File: src/rtl/fir_pkg.sv
// fir_pkg: shared constants, types and the round/saturate helpers for the
// FIR output stage. The helpers operate at the package default widths.
package fir_pkg;

  localparam int FIR_IN_W  = 32;
  localparam int FIR_OUT_W = 16;

  // One packed output word: {B, A}.
  typedef logic [2*FIR_OUT_W-1:0] packed_word_t;

  // One extra bit of headroom so the rounding bias can never wrap.
  typedef logic signed [FIR_IN_W:0] wide_t;

  localparam wide_t WIDE_ONE = wide_t'(1);
  localparam wide_t SAT_MAX  =
    $signed({{(FIR_IN_W-FIR_OUT_W+2){1'b0}}, {(FIR_OUT_W-1){1'b1}}});
  localparam wide_t SAT_MIN  =
    $signed({{(FIR_IN_W-FIR_OUT_W+2){1'b1}}, {(FIR_OUT_W-1){1'b0}}});

  localparam logic [FIR_OUT_W-1:0] OUT_MAX = {1'b0, {(FIR_OUT_W-1){1'b1}}};
  localparam logic [FIR_OUT_W-1:0] OUT_MIN = {1'b1, {(FIR_OUT_W-1){1'b0}}};

  // Round half up, then arithmetic shift right, at IN_W+1 bits.
  function automatic wide_t round_shift(input logic signed [FIR_IN_W-1:0] in,
                                        input int unsigned shift);
    wide_t ext;
    ext = $signed({in[FIR_IN_W-1], in});
    if (shift > 0) begin
      ext = (ext + (WIDE_ONE <<< (shift - 1))) >>> shift;
    end
    return ext;
  endfunction

  // True when the rounded value falls outside the signed OUT_W range.
  function automatic logic sat_hit(input logic signed [FIR_IN_W-1:0] in,
                                   input int unsigned shift);
    wide_t r;
    r = round_shift(in, shift);
    return (r > SAT_MAX) || (r < SAT_MIN);
  endfunction

  // Rounded, shifted and saturated sample.
  function automatic logic [FIR_OUT_W-1:0] sat_round(
      input logic signed [FIR_IN_W-1:0] in, input int unsigned shift);
    wide_t r;
    r = round_shift(in, shift);
    if (r > SAT_MAX) begin
      return OUT_MAX;
    end else if (r < SAT_MIN) begin
      return OUT_MIN;
    end else begin
      return r[FIR_OUT_W-1:0];
    end
  endfunction

endpackage

File: src/rtl/fir_sync_fifo.sv
// fir_sync_fifo: single-clock FIFO with count-based full/empty and a
// registered read-data port that always shows the head entry. A push while
// full is accepted when a pop happens in the same cycle.
module fir_sync_fifo #(
  parameter int WIDTH = 32,
  parameter int DEPTH = 16
) (
  input  logic             clk,
  input  logic             nrst,
  input  logic             wr_en,
  input  logic [WIDTH-1:0] wr_data,
  output logic             full,
  input  logic             rd_en,
  output logic [WIDTH-1:0] rd_data,
  output logic             valid
);

  localparam int AW = $clog2(DEPTH);
  localparam int CW = $clog2(DEPTH + 1);

  logic [WIDTH-1:0] mem [DEPTH];
  logic [AW-1:0]    wr_ptr;
  logic [AW-1:0]    rd_ptr;
  logic [AW-1:0]    rd_ptr_nxt;
  logic [CW-1:0]    count;
  logic             do_push;
  logic             do_pop;

  assign full  = (count == CW'(DEPTH));
  assign valid = (count != '0);

  // Accept/advance decisions for this cycle.
  always_comb begin
    do_pop     = rd_en && valid;
    do_push    = wr_en && (!full || do_pop);
    rd_ptr_nxt = do_pop ? rd_ptr + 1'b1 : rd_ptr;
  end

  // Storage array write port.
  // NOTE: the array has no reset; only pointers and count define contents,
  // so resetting it would only add reset fan-out.
  always_ff @(posedge clk) begin
    if (do_push) begin
      mem[wr_ptr] <= wr_data;
    end
  end

  // Pointers, occupancy and the registered head word.
  // NOTE: sequential state uses non-blocking assignments so every flop
  // samples pre-edge values regardless of statement order.
  always_ff @(posedge clk or negedge nrst) begin
    if (!nrst) begin
      wr_ptr  <= '0;
      rd_ptr  <= '0;
      count   <= '0;
      rd_data <= '0;
    end else begin
      if (do_push) begin
        wr_ptr <= wr_ptr + 1'b1;
      end
      rd_ptr <= rd_ptr_nxt;
      case ({do_push, do_pop})
        2'b10:   count <= count + 1'b1;
        2'b01:   count <= count - 1'b1;
        default: count <= count;
      endcase
      // The new head is the word being written when that slot becomes head.
      if (do_push || do_pop) begin
        if (do_push && (wr_ptr == rd_ptr_nxt)) begin
          rd_data <= wr_data;
        end else begin
          rd_data <= mem[rd_ptr_nxt];
        end
      end
    end
  end

endmodule

File: src/rtl/fir_out_packer.sv
// fir_out_packer: rounds, shifts and saturates the dual-channel FIR results,
// packs each A/B pair into one word and streams words out through a FIFO
// with framing and a sticky overflow flag.
// Optional feature: define FIR_OUT_SAT_CNT_EN to add the saturation counter
// and its sat_count port.
// IN_W/OUT_W must match the fir_pkg defaults used by the helper functions.
module fir_out_packer
  import fir_pkg::*;
#(
  parameter int          IN_W      = FIR_IN_W,
  parameter int          OUT_W     = FIR_OUT_W,
  parameter int unsigned SHIFT     = 0,
  parameter int          DEPTH     = 16,
  parameter int          FRAME_LEN = 64
) (
  input  logic               clk,
  input  logic               nrst,
  input  logic               s_tvalid,
  input  logic [IN_W-1:0]    s_tdata,
  output logic               m_tvalid,
  input  logic               m_tready,
  output logic [2*OUT_W-1:0] m_tdata,
  output logic               m_tlast,
`ifdef FIR_OUT_SAT_CNT_EN
  output logic [15:0]        sat_count,
`endif
  output logic               overflow
);

  localparam int FCNT_W = (FRAME_LEN > 1) ? $clog2(FRAME_LEN) : 1;

  typedef enum logic {CH_A = 1'b0, CH_B = 1'b1} ch_t;

  ch_t              ch;
  ch_t              ch_nxt;
  logic [OUT_W-1:0] lane_a;
  logic [OUT_W-1:0] sample;
  logic             sample_sat;
  logic             push;
  logic             pop;
  logic             fifo_full;
  packed_word_t     push_word;
  logic [FCNT_W-1:0] fcnt;

  // Per-sample rounding, saturation and channel bookkeeping.
  // NOTE: every always_comb output gets a default first so no path can
  // leave it unassigned and infer a latch.
  always_comb begin
    ch_nxt     = ch;
    sample     = sat_round(s_tdata, SHIFT);
    sample_sat = sat_hit(s_tdata, SHIFT);
    push       = 1'b0;
    push_word  = {sample, lane_a};
    if (s_tvalid) begin
      ch_nxt = (ch == CH_A) ? CH_B : CH_A;
      push   = (ch == CH_B);
    end
  end

  assign pop     = m_tvalid && m_tready;
  assign m_tlast = m_tvalid && (fcnt == FCNT_W'(FRAME_LEN - 1));

  // Channel toggle register: first sample after reset is A.
  always_ff @(posedge clk or negedge nrst) begin
    if (!nrst) begin
      ch <= CH_A;
    end else begin
      ch <= ch_nxt;
    end
  end

  // Hold the A sample until its B partner arrives.
  always_ff @(posedge clk or negedge nrst) begin
    if (!nrst) begin
      lane_a <= '0;
    end else if (s_tvalid && (ch == CH_A)) begin
      lane_a <= sample;
    end
  end

  // Sticky flag: a completed pair was dropped because the FIFO stayed full.
  always_ff @(posedge clk or negedge nrst) begin
    if (!nrst) begin
      overflow <= 1'b0;
    end else if (push && fifo_full && !m_tready) begin
      overflow <= 1'b1;
    end
  end

  // Frame position counts delivered words only.
  always_ff @(posedge clk or negedge nrst) begin
    if (!nrst) begin
      fcnt <= '0;
    end else if (pop) begin
      if (fcnt == FCNT_W'(FRAME_LEN - 1)) begin
        fcnt <= '0;
      end else begin
        fcnt <= fcnt + 1'b1;
      end
    end
  end

`ifdef FIR_OUT_SAT_CNT_EN
  // Saturation event counter, clamps at all-ones.
  always_ff @(posedge clk or negedge nrst) begin
    if (!nrst) begin
      sat_count <= '0;
    end else if (s_tvalid && sample_sat && (sat_count != 16'hFFFF)) begin
      sat_count <= sat_count + 16'd1;
    end
  end
`else
  logic unused_sat;
  assign unused_sat = sample_sat;
`endif

  fir_sync_fifo #(
    .WIDTH (2*OUT_W),
    .DEPTH (DEPTH)
  ) u_fifo (
    .clk     (clk),
    .nrst    (nrst),
    .wr_en   (push),
    .wr_data (push_word),
    .full    (fifo_full),
    .rd_en   (m_tready),
    .rd_data (m_tdata),
    .valid   (m_tvalid)
  );

endmodule
File: config.mk
export PLATFORM = sky130hd
export DESIGN_NAME = fir_out_packer
export DESIGN_NICKNAME = d
export VERILOG_FILES = /design/src/rtl/fir_pkg.sv /design/src/rtl/fir_sync_fifo.sv /design/src/rtl/fir_out_packer.sv
export SDC_FILE = /design/constraint.sdc
export NUM_CORES = 1
export LEC_CHECK = 0
export ABC_CLOCK_PERIOD_IN_PS = 2670
export CAP_MARGIN = 0
export CORE_ASPECT_RATIO = 0.6
export CORE_UTILIZATION = 45
export DETAILED_ROUTE_END_ITERATION = 6
export SLEW_MARGIN = 20
export SYNTH_ARGS = -nofsm -noshare
export SYNTH_HDL_FRONTEND = slang
export SYNTH_SLANG_ARGS = --single-unit
File: constraint.sdc
create_clock -name clk -period 2.67 [get_ports clk]
set_clock_uncertainty 0.15 [all_clocks]
set_input_delay 0.267 -clock clk [delete_from_list [all_inputs] [get_ports clk]]
set_output_delay 0.267 -clock clk [all_outputs]
set_load 0.01 [all_outputs]
Yosys cells after proc, flatten, opt, wreduce, memory -nomap -nowiden
Memory sizes are Yosys's and may differ from the RTL's. A register that Yosys moved wholly into a read port is not among the register bits. Cells that the tools add are included.

Bits in registers: 37. Memory bits (writable): 512. Input bits: 36. Output and inout bits: 35. Word-level logic and storage cells: 42. Memories: 1.

Add/subtract/negate cells: 5. $lt $le $gt $ge: 2. Equality and inequality tests: 4. Muxes and demuxes: 9. Bitwise logic cells: 1. Reductions and logical operators: 13.

Memory list: u_fifo.mem (words 16, width 32, rd ports 1, clocked after memory_dff 1, wr ports 1, line fir_sync_fifo.sv:21) `logic [WIDTH-1:0] mem [DEPTH];`.

Operators with widths (number): 32-bit by 16-bit greater-than comparator with 1-bit output (second input constant) (1); 32-bit by 16-bit less-than comparator with 1-bit output (second input constant) (1); 16-bit two-way mux (2); 5-bit one-hot mux with 2 select lines (1); 4-bit by 1-bit adder with 4-bit output (second input constant) (2); 6-bit by 1-bit adder with 6-bit output (second input constant) (1); 6-bit == test (second input constant) (1); 1-bit logical AND (6); 6-bit two-way mux (1); 5-bit by 1-bit adder with 5-bit output (second input constant) (1); 5-bit == test (second input constant) (1); 5-bit nonzero test (1); 5-bit by 1-bit subtractor with 5-bit output (second input constant) (1); 1-bit two-way mux (4); 4-bit two-way mux (1); 1-bit logical NOT (3); 2-bit by 1-bit == test with 1-bit output (second input constant) (1); 2-bit == test (second input constant) (1); 1-bit logical OR (2); 2-bit nonzero test (1); 1-bit NOT (1).

Logic depth before layout (Yosys ltp)
Gate-level depths: netlist of the first run.

Depth in word-level cells: 6. Mapped depth: 11. Gate-level depth less buffers: 10.

Modules after synthesis
Synthesis of the first run repeated with hierarchy kept, for this count alone.

Cells, all modules: 1583. Area, all modules: 27715.3 µm².

Modules (own cells, without submodules): fir_sync_fifo (instances 1, cells each 1452, area an instance 26466.6 µm², sequential area each 16500.8 µm²); fir_out_packer (instances 1, cells each 131, area an instance 1248.7 µm², sequential area each 600.6 µm²).

Worst setup path before layout of the first run
Ideal clock, no wire load.

Kind: flip-flop to flip-flop. Start point: reg u_fifo.count[1]. End point: reg u_fifo.count[4]. Library setup time: 125 ps. Arrival: 2409 ps. Data required time: 2395 ps. Setup slack: -14 ps. Cell stages (with the launch flop): 12. Buffers on the path: 1. Clock period less this slack: 2684 ps. Cells stage by stage: dfrtp_1 > or4_4 > o21a_1 > buf_4 > nand2_1 > inv_1 > ha_1 > a21o_1 > a21oi_1 > xnor2_1 > nand2_1 > xnor2_1.

Cells in the longest elaborated chain, start to end: 6. Elaborated cells on any way between the ends: 12. Those cells by class: add/sub: 2; eq/ne: 3; mux: 1; reduce/logical: 6.

Ends and longest elaborated chain: from (decl) (line fir_sync_fifo.sv:25) `logic [CW-1:0] count;`; from (signal assigned) (line fir_sync_fifo.sv:63) `2'b10: count <= count + 1'b1;`; from (signal assigned) (line fir_sync_fifo.sv:64) `2'b01: count <= count - 1'b1;`; from (signal assigned) (line fir_sync_fifo.sv:65) `default: count <= count;`; 5-bit == test / 5-bit nonzero test (equally long branches) (line fir_sync_fifo.sv:29, fir_sync_fifo.sv:30); 1-bit logical NOT / 1-bit logical AND (equally long branches) (line fir_sync_fifo.sv:35, fir_sync_fifo.sv:34); 1-bit logical OR (line fir_sync_fifo.sv:35) `do_push = wr_en && (!full || do_pop);`; 1-bit logical AND (line fir_sync_fifo.sv:35); 2-bit by 1-bit == test with 1-bit output / 2-bit == test (equally long branches) (line fir_sync_fifo.sv:62) `case ({do_push, do_pop})`; 5-bit one-hot mux with 2 select lines / 2-bit nonzero test (equally long branches).

Parallel ways exist; a longest one is shown, timed or not. A chain may end at the register's enable or synchronous reset.

Worst setup path after layout of the first run
Start point: reg u_fifo.count[2]. End point: reg u_fifo.rd_data[0] (read register of u_fifo.mem).

Cells in the longest elaborated chain, start to end: 5. Elaborated cells on any way between the ends: 8. Those cells by class: eq/ne: 1; mux: 1; reduce/logical: 6.

Ends and longest elaborated chain: 5-bit == test / 5-bit nonzero test (equally long branches) (line fir_sync_fifo.sv:29, fir_sync_fifo.sv:30); 1-bit logical NOT / 1-bit logical AND (equally long branches) (line fir_sync_fifo.sv:35, fir_sync_fifo.sv:34); 1-bit logical OR (line fir_sync_fifo.sv:35); 1-bit logical AND (line fir_sync_fifo.sv:35); 1-bit logical OR (line fir_sync_fifo.sv:68) `if (do_push || do_pop) begin`; to (decl) (line fir_sync_fifo.sv:14) `output logic [WIDTH-1:0] rd_data,`.

Parallel ways exist; a longest one is shown, timed or not.

==> impl_metrics.py, run 1 <==
metrics = {
    "run_status": {
        "status": "finished clean",
    },
    "routing": {
        "drt-initial-drc-count": 2345,
        "routed_wl_microns": 82400,
        "dr.pass1.iters": 6,
        "wl_per_cell_microns": 31.0,
        "vias_per_cell": 6.52,
        "drcViolationCount": 0,
        "num_vias": 17300,
        "route.antenna.remaining_nets": 0,
    },
    "critical_path": {
        "critPathBufInv": 3,
        "critical_path.cell_chain": "or4_4 -> o21a_4 -> buf_6 -> a22oi_4 -> a41oi_2 -> buf_12 -> buf_12 -> a221o_1",
        "crit_arrival_ns": 2.98,
        "cp_slowest_stage_delay_ns": 0.59,
        "worstSetupPathType": "flop to flop",
        "cp_top_family": "compound AO/OA/AOI/OAI gates",
        "cp_max_fo": 10,
        "required_ns": 2.99,
        "setup.worst_path.start_class": "flop",
        "crit_path_frequent_cell": "buf_12",
        "slowest_stage": "or4_4",
        "end_kind": "flop",
    },
    "sta": {
        "rsz0062_at_grt": "true",
        "hold_violations": 0,
        "finalSetupViolations": 0,
        "relSlewSlack_pct": 45.2,
        "worst_pin_slew_ns": 0.813,
        "min_period_ns": 2.66,
        "clock.fmax_mhz": 376,
        "fin_crit_sh_pct": 99.6,
        "slew_violations": 0,
        "setup_tns_ns": 0,
    },
    "worst_hold_path": {
        "hold_class": "input port to async pin",
    },
    "logic_synthesis": {
        "syn_avg_cell_area_sq_um": 16.6,
        "syn_inst": 1626,
        "synth_simple_gate_area_share_pct": 2.63,
        "ys_seq_area_share_pct": 63.4,
        "synth_edf_count": 512,
        "synth_top_cell_area_share_pct": 57.0,
        "synthFlopType": "edfxtp_1",
        "ys_ff_latch": 581,
        "netlist_area_sq_um": 27000,
        "synth_area_leader_cell": "edfxtp_1",
        "synth-compound-area-share_pct": 9.39,
        "synthTopCellsByArea": "edfxtp_1 57%, mux4_2 11%, dfrtp_1 6.4%, mux2_2 5.5%, mux2i_1 4.7%",
        "ys_warn_count": 0,
        "synth_top_family_by_area": "multiplexers",
        "syn_nets": 1673,
        "synth-adder-area-share_pct": 0.538,
        "ys_types": 61,
        "synth_async_sr_flop_share_pct": 11.9,
        "synthMuxAreaShare_pct": 21.0,
        "synth_xor_area_share_pct": 0.681,
    },
    "floorplan": {
        "core_sq_um": 59200,
        "dieWidth_microns": 318,
        "initial_core_util_pct": 45.6,
        "row_count": 69,
        "die_y_microns": 192,
        "top_level_ports": 71,
        "dieArea_sq_um": 61000,
    },
    "cells_and_area": {
        "mostFrequentLayoutCell": "edfxtp_1",
        "layout_common_cells": "512 x edfxtp_1, 151 x o22ai_1, 132 x mux2_2",
        "layout.nets": 1879,
        "design_area_sq_um": 32800,
        "layout-drive-gt1-share_pct": 33.7,
        "antenna_cells": 0,
        "area_growth_pct": 21.6,
        "final-instance-count-excl-fill": 2658,
        "utilization_pct": 55.4,
        "nFillCells": 4633,
    },
    "clock_network": {
        "clock-sinks": 581,
        "htree_levels": 2,
        "cts_buffers": 54,
        "cts_tree": "yes",
        "clkTransAtPathRegs_ns": 0.06,
        "cts_max_path_buffers": 3,
        "clkLatencyLatePin_ns": 0.61,
        "cts_root_buf": "clkbuf_16",
    },
    "placement": {
        "postPlaceCellArea_sq_um": 30500,
        "dp_cells": 2545,
        "place.gp.congestion": 0.852,
        "io_buffers": 70,
        "hpwl_microns": 51500,
    },
    "power_and_ir_drop": {
        "peakVddDrop_v": 0.000801,
        "power_density_nw_per_um2": 1220,
        "leakage_nw": 11.4,
        "finalPower_w": 0.0400,
    },
    "global_route": {
        "grt_pass1_wl_microns": 118000,
        "grt_max_degree": 59,
        "overflow": 0,
        "grt_pass1_vias": 17000,
        "grt_util_all_layers_pct": 26.8,
        "antenna_found_initial": 2,
    },
    "run": {
        "cap_violations": 0,
    },
}
[repair_timing]
action	in CTS	in global routing
hold endpoints to repair	45	0
buffers inserted	0	5
hold buffers	1	0
pin swaps	0	14
gates resized for setup	23	36
endpoints found under the setup margin	19	115
cloned	1	5
[Yosys cell counts (6+ instances only)]
cell / count
a211o_1: 15
a211oi_1: 17
a21oi_1: 8
a221o_1: 18
a221oi_1: 64
and2_1: 35
buf_2: 48
buf_4: 6
clkbuf_1: 70
dfrtp_1: 69
edfxtp_1: 512
ha_1: 10
inv_1: 21
mux2_2: 132
mux2i_1: 128
mux4_2: 128
nand2_1: 46
nand2b_1: 7
nand4_1: 7
nor2_1: 10
o21ai_0: 30
o221ai_2: 10
o22ai_1: 159
xnor2_1: 16
[layer usage]
layer | vias up | track usage, % | share of wire (%)
li1 | 7215 | - | -
met1 | 8912 | 40.7 | 44
met2 | 1024 | 38.6 | 43
met3 | 167 | 5.99 | 11
met4 | 0 | 7.10 | 2.7
met5 | - | 0 | 0
[report_power, final]
| group | leakage (nW) | switching, W | internal (W) |
|---|---|---|---|
| Clock | 0.887 | 0.00344 | 0.00459 |
| Sequential | 5.49 | 0.00135 | 0.0116 |
| Combinational | 5.01 | 0.00963 | 0.00934 |
[registers in the layout (all words and copies together) (netlist names)]
signal	flops
ch	1
fcnt	6
lane_a	16
overflow	1
u_fifo.count	5
u_fifo.mem	512
u_fifo.rd_data	32
u_fifo.rd_ptr	4
u_fifo.wr_ptr	4
[worst reg2reg max path, delay by kind of cell (launching register included)]
kind                   cells  cell delay (ns)
AOI/OAI and AO/OA          4             0.94
buffers and inverters      3             0.47
DFF                        1             0.39
and+or+nand+nor            1             0.59
[kinds of logic after synthesis]
logic type | count (synthesis)
mux | 389
fa+ha+maj | 11
compound gates | 343
xor+xnor | 21
simple gates | 132
flops | 581
buf+inv | 149
[area by class of cell]
class                           instances  area, sq um  area share, %
Clock buffer                           65         1430           4.37
Clock inverter                         36          377           1.15
Inverter                               23         87.6          0.267
Multi-Input combinational cell        896         9570           29.2
Sequential cell                       581        17100           52.1
Tap cell                              781          977           2.98
Timing Repair Buffer                  276         3270           9.96
[through the flow]
| step | setup slack, ns | hold slack (ns) |
|---|---|---|
| floorplan | 0.0191 | -0.179 |
| global placement | -0.297 | 0.225 |
| detailed placement | -0.227 | 0.239 |
| CTS | 0.00323 | 0.144 |
| global route | -0.0564 | 0.180 |
| finish | 0.00982 | 0.144 |
[final timing paths]
kind | start | endpoint | slack, ns | cells past startpoint
worst max-delay path | u_fifo.count[2] | u_fifo.rd_data[0] | 0.01 | 8
worst min-delay path | nrst | u_fifo.count[4] | 0.14 | 2
worst max register to register | u_fifo.count[2] | u_fifo.rd_data[0] | 0.01 | 8
worst min register to register | overflow | overflow | 0.32 | 1
max in group asynchronous | nrst | lane_a[15] | 1.58 | 3
min in group clk | s_tvalid | ch | 0.24 | 3
Power figures use the tool's default switching activity.
==> run 2: changes to the inputs <==
--- a/config.mk
+++ b/config.mk
@@ -5,11 +5,13 @@
 export SDC_FILE = /design/constraint.sdc
 export NUM_CORES = 1
 export LEC_CHECK = 0
+export ABC_AREA = 1
 export ABC_CLOCK_PERIOD_IN_PS = 2670
 export CAP_MARGIN = 0
 export CORE_ASPECT_RATIO = 0.6
 export CORE_UTILIZATION = 45
 export DETAILED_ROUTE_END_ITERATION = 6
+export REMOVE_ABC_BUFFERS = 1
 export SLEW_MARGIN = 20
 export SYNTH_ARGS = -nofsm -noshare
 export SYNTH_HDL_FRONTEND = slang
==> run 2 against run 1 <==
Worst setup slack gained 0.12 ns; die area shrank 3.2%; non-clock buffer count is 48 lower; hold slack worse by 0.019 ns; count of clock-buffer cells in the layout fell by 1; clock power down 5.1%; synthesized area down 3.2%; sequential share of layout area grew 3.0 points; power is 20% lower; wire length down 11%; first-iteration DRC count fell by 14%; synthesized cell count up 53%; critical path type unchanged; critical endpoint is now u_fifo.rd_data[29]; highest routed layer unchanged.
==> impl_metrics.py, run 2 <==
metrics = {
    "placement": {
        "io_buffers": 70,
        "dp_cells": 3320,
        "preCtsSetupSlack_ns": -0.0473,
        "hpwl_microns": 42400,
        "postPlaceCellArea_sq_um": 29200,
        "place.gp.congestion": 0.836,
    },
    "floorplan": {
        "dieArea_sq_um": 59100,
        "die_y_microns": 189,
        "initial_core_util_pct": 46.2,
        "row_count": 67,
        "dieWidth_microns": 313,
        "top_level_ports": 71,
        "core_sq_um": 56600,
    },
    "logic_synthesis": {
        "synthTopCellsByArea": "edfxtp_1 59%, nand3_1 12%, dfrtp_1 6.6%, nand2_1 6.1%, inv_1 6.1%",
        "ys_types": 36,
        "netlist_area_sq_um": 26100,
        "synth_common_cells": "617 x nand3_1, 512 x edfxtp_1, 423 x nand2_1, 422 x inv_1, 128 x nand3b_1",
        "ys_warn_count": 0,
        "syn_inst": 2493,
        "synth_most_common_cell": "nand3_1",
        "synth_edf_count": 512,
        "ys_ff_latch": 581,
        "synth_area_leader_cell": "edfxtp_1",
        "synthFlopType": "edfxtp_1",
        "synth_async_sr_flop_share_pct": 11.9,
        "syn_avg_cell_area_sq_um": 10.5,
        "synth_top_cell_area_share_pct": 58.8,
        "ys_seq_area_share_pct": 65.4,
    },
    "critical_path": {
        "end_kind": "flop",
        "rr_startpoint": "u_fifo.count[1]",
        "cp_max_fo": 28,
        "r2r_cells": 11,
        "setup.worst_path.start_class": "flop",
        "crit_arrival_ns": 2.88,
        "r2r_setup_slack_ns": 0.13,
        "cp_slowest_stage_delay_ns": 0.50,
        "critical_path.cell_chain": "nor2_2 -> nand3_4 -> nand2_4 -> buf_4 -> buf_4 -> buf_4 -> ha_4 -> buf_4 -> nor2_1 -> nand2_1 -> nand2_1",
        "required_ns": 3.02,
        "crit_path_frequent_cell": "buf_4",
        "worstReg2RegEnd": "u_fifo.rd_data[29]",
        "worstSetupPathType": "flop to flop",
        "slowest_stage": "ha_4",
        "worstSetupStartpoint": "u_fifo.count[1]",
    },
    "power_and_ir_drop": {
        "leakage_nw": 12.8,
        "peakVddDrop_v": 0.000782,
        "power_density_nw_per_um2": 1040,
    },
    "sta": {
        "slew_violations": 0,
        "whs_ns": 0.125,
        "finalSetupViolations": 0,
        "relSlewSlack_pct": 37.4,
        "rsz0062_at_grt": "false",
        "worst_pin_slew_ns": 0.939,
        "fin_crit_sh_pct": 95.0,
        "setup_tns_ns": 0,
        "fin_ws_ns": 0.133,
        "clock.fmax_mhz": 394,
        "min_period_ns": 2.54,
        "hold_violations": 0,
    },
    "global_route": {
        "use_met2_pct": 37.5,
        "antenna_found_initial": 1,
        "grt_util_all_layers_pct": 24.8,
        "overflow": 0,
        "grt-busiest-layer": "met1",
        "grtUsageMet1_pct": 37.6,
        "grt_pass1_wl_microns": 110000,
        "grt_max_degree": 77,
        "use_met3_pct": 3.75,
        "grt_pass1_vias": 17500,
    },
    "run": {
        "cap_violations": 0,
    },
    "worst_hold_path": {
        "hp-start": "s_tvalid",
        "min_to": "ch",
        "hold_depth": 4,
        "hold_class": "input port to flop",
    },
    "clock_network": {
        "htree_levels": 2,
        "cts_max_path_buffers": 3,
        "cts_tree": "yes",
        "clkLatencyLatePin_ns": 0.61,
        "clock-sinks": 581,
        "cts_root_buf": "clkbuf_16",
        "cts_buffers": 54,
        "clkTransAtPathRegs_ns": 0.07,
    },
    "cells_and_area": {
        "mostFrequentLayoutCell": "nand3_1",
        "layout_common_cells": "617 x nand3_1, 512 x edfxtp_1, 422 x nand2_1",
        "final-instance-count-excl-fill": 3431,
        "design_area_sq_um": 31000,
        "layout.nets": 2674,
        "area_growth_pct": 18.7,
        "regMostFlops": "u_fifo.mem",
        "largest_reg_flops": 512,
        "antenna_cells": 0,
        "reg_top3": "u_fifo.mem (512), u_fifo.rd_data (32), lane_a (16)",
        "layout-drive-gt1-share_pct": 10.9,
    },
    "routing": {
        "dr.pass1.iters": 5,
        "vias_per_cell": 5.40,
        "wl_per_cell_microns": 21.3,
        "drcViolationCount": 0,
        "route.antenna.remaining_nets": 0,
        "drt-initial-drc-count": 2027,
        "routed_wl_microns": 73100,
        "num_vias": 18500,
    },
    "run_status": {
        "status": "finished clean",
    },
}
[run 2: changes by cell type after synthesis, sizes merged, moves of 20 or more]
cell,previous run,this run
mux2i,129,0
clkbuf,70,31
a221oi,64,0
mux2,132,15
buf,56,119
o22ai,159,0
mux4,128,0
o21ai,31,11
nand3b,0,128
nor2,12,93
inv,21,425
and2,35,0
nand3,3,620
nand2,46,427
[run 2: worst max path at each step]
stage	to	slack (ns)	cells after the start
3_5_place_dp	u_fifo.count[4]	-0.05	12
5_1_grt	u_fifo.rd_data[0]	0.02	15
4_1_cts	m_tlast	0.04	6
6_report	u_fifo.rd_data[29]	0.13	11
2_1_floorplan	u_fifo.rd_data[20]	-4.44	11
3_3_place_gp	u_fifo.count[4]	-0.07	12
[run 2: routing by layer]
| layer | share of wire (%) | up-vias |
|---|---|---|
| li1 | - | 8613 |
| met1 | 46 | 9050 |
| met2 | 44 | 756 |
| met3 | 7.8 | 109 |
| met4 | 1.9 | 0 |
| met5 | 0 | - |
[run 2: stage by stage]
step | util [%] | total power, W
2_1_floorplan | - | 0.0186
3_3_place_gp | 51.6 | 0.0243
3_5_place_dp | 51.6 | 0.0245
4_1_cts | 54.6 | 0.0321
5_1_grt | 54.8 | 0.0339
6_report | 54.8 | 0.0322
[run 2: critical path, delay by kind of cell, from the launching register on]
family                     cells  cell delay, ns
adders and majority gates      1            0.50
and+or+nand+nor                6            0.69
DFF                            1            0.43
buffers and inverters          4            0.64
[run 2: layout make-up]
class                      count  area (sq um)
fill                        4877         25600
clock buffer                  64          1400
multi-input combinational   1337          6860
clock inverter                37           303
tap                          759           950
timing repair buffer         228          2810
inverter                     425          1600
sequential                   581         17100
[run 2: cells by family after synthesis]
family                     count (synthesis)  synth area share (%)
AOI/OAI and AO/OA                         19                 0.455
xor gates and xnor gates                  10                 0.335
adders and majority gates                 11                 0.555
buffers and inverters                    575                  9.03
DFF                                      581                  65.4
muxes                                     15                 0.646
and+or+nand+nor                         1282                  23.5
[run 2: what timing repair did]
action	4_1_cts	5_1_grt
gates resized for setup	0	5
hold endpoints to repair	69	0
endpoints found under the setup margin	0	21
setup buffers	0	6
hold buffers	3	0
[run 2: power by group]
part / leakage (nW) / internal (W) / switching, W / total [W]
clock: 0.828 / 0.00414 / 0.00348 / 0.00762
combinational: 6.60 / 0.00483 / 0.00800 / 0.0128
sequential: 5.39 / 0.0110 / 0.000740 / 0.0117
total: 12.8 / 0.0199 / 0.0122 / 0.0322
